==> config.mk <==
export PLATFORM = sky130hd
export DESIGN_NAME = multicycle_ctrl
export DESIGN_NICKNAME = d
export VERILOG_FILES = /design/src/rtl/mc_ctrl_pkg.sv /design/src/rtl/mc_out_decode.sv /design/src/rtl/multicycle_ctrl.sv
export SDC_FILE = /design/constraint.sdc
export NUM_CORES = 1
export LEC_CHECK = 0
export CORE_MARGIN = 4
export CORE_UTILIZATION = 35
export DETAILED_ROUTE_END_ITERATION = 8
export PLACE_DENSITY_LB_ADDON = 0.08
export SYNTH_ARGS = -nofsm -noshare
export SYNTH_HDL_FRONTEND = slang
export SYNTH_SLANG_ARGS = --single-unit
==> constraint.sdc <==
create_clock -name clk_i -period 4 [get_ports clk_i]
set_input_delay 1 -clock clk_i [delete_from_list [all_inputs] [get_ports clk_i]]
set_output_delay 1 -clock clk_i [all_outputs]
set_load 0.005 [all_outputs]
==> src/rtl/mc_ctrl_pkg.sv <==
// mc_ctrl_pkg: shared encodings and decode helpers for the multi-cycle control FSM
package mc_ctrl_pkg;
  typedef enum logic [3:0] {
    S_RST      = 4'd0,
    S_FETCH    = 4'd1,
    S_DECODE   = 4'd2,
    S_EXEC_R   = 4'd3,
    S_WB_R     = 4'd4,
    S_EXEC_I   = 4'd5,
    S_WB_I     = 4'd6,
    S_MEM_ADDR = 4'd7,
    S_MEM_RD   = 4'd8,
    S_MEM_WB   = 4'd9,
    S_MEM_WR   = 4'd10,
    S_BRANCH   = 4'd11,
    S_JUMP     = 4'd12
  } state_t;
  localparam logic [5:0] OP_RTYPE = 6'h00;
  localparam logic [5:0] OP_J     = 6'h02;
  localparam logic [5:0] OP_BEQ   = 6'h04;
  localparam logic [5:0] OP_BNE   = 6'h05;
  localparam logic [5:0] OP_ADDI  = 6'h08;
  localparam logic [5:0] OP_ORI   = 6'h0d;
  localparam logic [5:0] OP_LUI   = 6'h0f;
  localparam logic [5:0] OP_LW    = 6'h23;
  localparam logic [5:0] OP_SW    = 6'h2b;
  localparam logic [2:0] ALU_ADD   = 3'b000;
  localparam logic [2:0] ALU_BEQ   = 3'b001;
  localparam logic [2:0] ALU_FUNCT = 3'b010;
  localparam logic [2:0] ALU_BNE   = 3'b011;
  localparam logic [2:0] ALU_ORI   = 3'b100;
  localparam logic [2:0] ALU_LUI   = 3'b101;
  localparam logic [1:0] SRCB_B       = 2'b00;
  localparam logic [1:0] SRCB_FOUR    = 2'b01;
  localparam logic [1:0] SRCB_IMM     = 2'b10;
  localparam logic [1:0] SRCB_IMM_SL2 = 2'b11;
  localparam logic [1:0] PC_ALU    = 2'b00;
  localparam logic [1:0] PC_ALUOUT = 2'b01;
  localparam logic [1:0] PC_JUMP   = 2'b10;
  // Where DECODE goes for each opcode; S_FETCH doubles as the "unknown opcode" answer.
  function automatic state_t decode_target(input logic [5:0] op);
    case (op)
      OP_RTYPE:                return S_EXEC_R;
      OP_ADDI, OP_ORI, OP_LUI: return S_EXEC_I;
      OP_LW, OP_SW:            return S_MEM_ADDR;
      OP_BEQ, OP_BNE:          return S_BRANCH;
      OP_J:                    return S_JUMP;
      default:                 return S_FETCH;
    endcase
  endfunction
  function automatic logic [2:0] imm_aluop(input logic [5:0] op);
    return op == OP_ORI ? ALU_ORI : op == OP_LUI ? ALU_LUI : ALU_ADD;
  endfunction
endpackage

==> src/rtl/mc_out_decode.sv <==
// mc_out_decode: combinational map from FSM state to every datapath control
module mc_out_decode
  import mc_ctrl_pkg::*;
(
  input  state_t     state,
  input  logic [5:0] opcode,
  input  logic       mem_ready,
  output logic [2:0] alu_op,
  output logic       alu_src_a,
  output logic [1:0] alu_src_b,
  output logic [1:0] pc_src,
  output logic       pc_write,
  output logic       pc_write_cond,
  output logic       branch_ne,
  output logic       ir_write,
  output logic       mem_read,
  output logic       mem_write,
  output logic       iord,
  output logic       reg_write,
  output logic       reg_dst,
  output logic       mem_to_reg,
  output logic       illegal
);
  // Moore decode, except IR/PC writes in FETCH which wait for the memory
  always_comb begin
    alu_op        = ALU_ADD;
    alu_src_a     = 1'b0;
    alu_src_b     = SRCB_B;
    pc_src        = PC_ALU;
    pc_write      = 1'b0;
    pc_write_cond = 1'b0;
    branch_ne     = 1'b0;
    ir_write      = 1'b0;
    mem_read      = 1'b0;
    mem_write     = 1'b0;
    iord          = 1'b0;
    reg_write     = 1'b0;
    reg_dst       = 1'b0;
    mem_to_reg    = 1'b0;
    illegal       = 1'b0;
    case (state)
      S_FETCH: begin
        mem_read  = 1'b1;
        alu_src_b = SRCB_FOUR;
        pc_src    = PC_ALU;
        ir_write  = mem_ready;
        pc_write  = mem_ready;
      end
      S_DECODE: begin
        alu_src_b = SRCB_IMM_SL2;
        illegal   = decode_target(opcode) == S_FETCH;
      end
      S_EXEC_R: begin
        alu_src_a = 1'b1;
        alu_src_b = SRCB_B;
        alu_op    = ALU_FUNCT;
      end
      S_WB_R: begin
        reg_write = 1'b1;
        reg_dst   = 1'b1;
      end
      S_EXEC_I: begin
        alu_src_a = 1'b1;
        alu_src_b = SRCB_IMM;
        alu_op    = imm_aluop(opcode);
      end
      S_WB_I: reg_write = 1'b1;
      S_MEM_ADDR: begin
        alu_src_a = 1'b1;
        alu_src_b = SRCB_IMM;
      end
      S_MEM_RD: begin
        mem_read = 1'b1;
        iord     = 1'b1;
      end
      S_MEM_WB: begin
        reg_write  = 1'b1;
        mem_to_reg = 1'b1;
      end
      S_MEM_WR: begin
        mem_write = 1'b1;
        iord      = 1'b1;
      end
      S_BRANCH: begin
        alu_src_a     = 1'b1;
        alu_src_b     = SRCB_B;
        pc_write_cond = 1'b1;
        pc_src        = PC_ALUOUT;
        branch_ne     = opcode == OP_BNE;
        alu_op        = opcode == OP_BNE ? ALU_BNE : ALU_BEQ;
      end
      S_JUMP: begin
        pc_write = 1'b1;
        pc_src   = PC_JUMP;
      end
      default: ;
    endcase
  end
endmodule

==> src/rtl/multicycle_ctrl.sv <==
// multicycle_ctrl: main control FSM sequencing the multi-cycle MIPS datapath
module multicycle_ctrl
  import mc_ctrl_pkg::*;
(
  input  logic       clk_i,
  input  logic       rst_i,
  input  logic [5:0] opcode_i,
  input  logic       mem_ready_i,
  output logic [2:0] ALUOp_o,
  output logic       alu_src_a_o,
  output logic [1:0] alu_src_b_o,
  output logic [1:0] pc_src_o,
  output logic       pc_write_o,
  output logic       pc_write_cond_o,
  output logic       branch_ne_o,
  output logic       ir_write_o,
  output logic       mem_read_o,
  output logic       mem_write_o,
  output logic       iord_o,
  output logic       reg_write_o,
  output logic       reg_dst_o,
  output logic       mem_to_reg_o,
  output logic       illegal_o,
  output logic [3:0] state_o
);
  state_t state, next;
  // State register; reset drops straight into RST, even mid-wait
  always_ff @(posedge clk_i or negedge rst_i)
    if (!rst_i) state <= S_RST;
    else state <= next;
  // Next-state logic; memory states hold until the ready handshake
  always_comb begin
    next = S_RST;
    case (state)
      S_RST:      next = S_FETCH;
      S_FETCH:    next = mem_ready_i ? S_DECODE : S_FETCH;
      S_DECODE:   next = decode_target(opcode_i);
      S_EXEC_R:   next = S_WB_R;
      S_EXEC_I:   next = S_WB_I;
      S_MEM_ADDR: next = opcode_i == OP_SW ? S_MEM_WR : S_MEM_RD;
      S_MEM_RD:   next = mem_ready_i ? S_MEM_WB : S_MEM_RD;
      S_MEM_WR:   next = mem_ready_i ? S_FETCH : S_MEM_WR;
      S_WB_R, S_WB_I, S_MEM_WB, S_BRANCH, S_JUMP: next = S_FETCH;
      default:    next = S_RST;
    endcase
  end
  assign state_o = state;
  mc_out_decode u_dec (
    .state        (state),
    .opcode       (opcode_i),
    .mem_ready    (mem_ready_i),
    .alu_op       (ALUOp_o),
    .alu_src_a    (alu_src_a_o),
    .alu_src_b    (alu_src_b_o),
    .pc_src       (pc_src_o),
    .pc_write     (pc_write_o),
    .pc_write_cond(pc_write_cond_o),
    .branch_ne    (branch_ne_o),
    .ir_write     (ir_write_o),
    .mem_read     (mem_read_o),
    .mem_write    (mem_write_o),
    .iord         (iord_o),
    .reg_write    (reg_write_o),
    .reg_dst      (reg_dst_o),
    .mem_to_reg   (mem_to_reg_o),
    .illegal      (illegal_o)
  );
endmodule

==> metrics, run 1 <==
final slew viol count=0; CTS sink cnt=4; number of fill cells=183; Die Ht=50.7 um; H-tree Lvls=1; layout cell share with drive strength beyond 1=0.0820; CTS tree=done; Final Skew=1.61 ps; GRT overflow=0; WHS Path Cells=1; worst-path fanout max=7; Worst EP required=3000 ps; most frequent cells in the layout=clkdlybuf4s50_1 (28), nor2_1 (13), nand2_1 (8); number of flip-flops in the largest register=4; Mean Syn Cell Area=6.73 um2; post-synthesis cell type count=39; number of cells in the finished layout apart from fillers=147; top cell type's share of synthesized area=0.157; status=finished, final reports clean; worst vdd ir=0.405 mV; min-delay src=state_o[2]; reg2reg path depth=4; P&R area growth vs syn=53.2%; Syn Nets=104; ys flop type=dfrtp_1; CTS clk-pin slew, worst paths=30 ps; Int Pwr=0.273 mW; mapped cell area=639 um2; GRT Resource Usage Total=0.144; Worst Setup End Kind=output pin; Final GP Congestion=0.858; fmax=0.258 GHz; Net Sw Frac=0.414; vias after detailed routing=778; # diodes=0; RSZ-0062 raised after global routing=false; Die X=50.7 um; Iteration-0 DRC Markers=15; Synth area leader=dfrtp_1; vias in the first global route=697; most common cell after layout, fill and taps aside=clkdlybuf4s50_1; CTS max path bufs=2; Synth async-reset ratio=1.00; dpl cells=144; Crit path arrival time=2870 ps; Synth Register Bits=4; cts bufs inserted=3; register area share after synthesis=0.157; clock network fraction of total power=0.101; row count=15; Hold EP=state_o[1]; LEAKAGE=0.395 nW; logic gate share of total power=0.635; switching pwr=0.193 mW; post-route ant nets=0; Reg2Reg Setup Slack=2310 ps; Final Critical Period=3870 ps; full die area=2570 um2; Post-Synthesis Cells=95; final period utilization=0.967; number of flops mapped to enable cells by yosys=0; hold slack final=798 ps; Final Cell Area=980 um2; cell area after placement=948 um2; core area=1730 um2; Port Buf Inserts=31; worst skew pair latency=230 ps; first-pass detailed-route iteration total=4; Initial Util=0.370; hpwl dp=1370 um; Worst Hold Class=flip-flop to flip-flop; clk root buf=clkbuf_4; antenna violations before repair=0; Worst-Margin Slew=631 ps; Post-Route WL=1790 um; Sum Neg Setup Slack=0 ps; Wirelength per Cell=12.2 um; first-pass GRT wire length=2890 um; DRC Markers=0; Pwr Density=477 nW/um2; Worst Setup Start Kind=input port; main area contributors after synthesis=dfrtp_1 (16%), nor2_1 (7.6%), and3_1 (5.9%); headroom to the max-slew limit=0.579; final hold violation count=0; Synth warnings=0; Final nets=133; Final Setup Violations=0; r2r endpoint=state_o[0]; R2R Path Start=state_o[1]; pin count of the biggest net entering global routing=24; Post-CTS Hold Buffers=0; sequential share of power=0.263; IO Count=32; vias per cell=5.29; Max Cap Viol=0; Critical Setup Path Class=input port to output pin
## cell families (layout without fill, tap and decap cells)
family	after synthesis	count (layout)	share of synthesized area
buf+inv	13	40	0.104
simple gates	53	53	0.454
flops	4	4	0.157
compound gates	21	21	0.229
xor+xnor	3	3	0.0411
mux	1	1	0.0157
## cells in the mapped netlist, types with 2 or more instances
master    count
nor2_1       13
nor3_1        7
nand2b_1      3
dfrtp_1       4
nand4b_1      2
inv_1         3
nor2b_1       2
nor4_1        2
o21ai_0       5
and3_1        6
nand2_1       8
clkbuf_1      3
nor4b_1       2
a21oi_1       4
buf_2         5
xnor2_1       3
## layer usage
metal	routed length, um	vias to the layer above	track usage
met4	0	0	0.0673
met5	0	-	0
met1	832	358	0.168
li1	-	398	-
met2	886	22	0.257
met3	68	0	0.0208
## cell type report
| class | count | area [um2] | area share |
|---|---|---|---|
| Inverter | 3 | 11.3 | 0.0115 |
| Sequential cell | 4 | 100 | 0.102 |
| Timing Repair Buffer | 34 | 340 | 0.347 |
| Tap cell | 25 | 31.3 | 0.0319 |
| Multi-Input combinational cell | 78 | 474 | 0.484 |
| Clock buffer | 3 | 22.5 | 0.0230 |
## power by group through the flow
stage,registers (mW),logic [mW],clock network [mW]
after CTS,0.125,0.299,0.0509
after global routing,0.134,0.328,0.0547
after detailed placement,0.125,0.299,0
after floorplan,0.0723,0.193,0
final,0.123,0.297,0.0474
after global placement,0.124,0.297,0
## metrics by stage
step / utilization / setup WS, ps / total power [mW]
6_report: 0.567 / 131 / 0.467
5_1_grt: 0.567 / 38.1 / 0.517
4_1_cts: 0.562 / 31.5 / 0.475
3_5_place_dp: 0.549 / 33.4 / 0.424
3_3_place_gp: 0.549 / 111 / 0.420
2_1_floorplan: - / 1090 / 0.265
## how the worst max path moves through the flow
stage / startpoint / to / slack (ps) / cells past startpoint
6_report: opcode_i[0] / illegal_o / 130 / 6
3_5_place_dp: opcode_i[3] / illegal_o / 30 / 6
4_1_cts: opcode_i[3] / illegal_o / 30 / 6
2_1_floorplan: opcode_i[1] / illegal_o / 1090 / 4
3_3_place_gp: opcode_i[3] / illegal_o / 110 / 6
5_1_grt: opcode_i[0] / illegal_o / 40 / 6
## critical path: stages
cell,delay [ps]
clkdlybuf4s50_1,590
nor2_1,130
nand2_1,80
o311ai_0,140
a2111oi_1,360
clkdlybuf4s50_1,570
## repair_timing
item	4_1_cts	5_1_grt
resized for setup	0	4
endpoints found under the setup margin	0	1
buffers inserted	0	0
Power figures use the tool's default switching activity.
==> inputs of run 2 (changes only) <==
CAP_MARGIN = 30   (was not set)
SKIP_LAST_GASP = 1   (was not set)
==> results of run 2 <==
Final layout, timing and power as in run 1 (identical DEF).
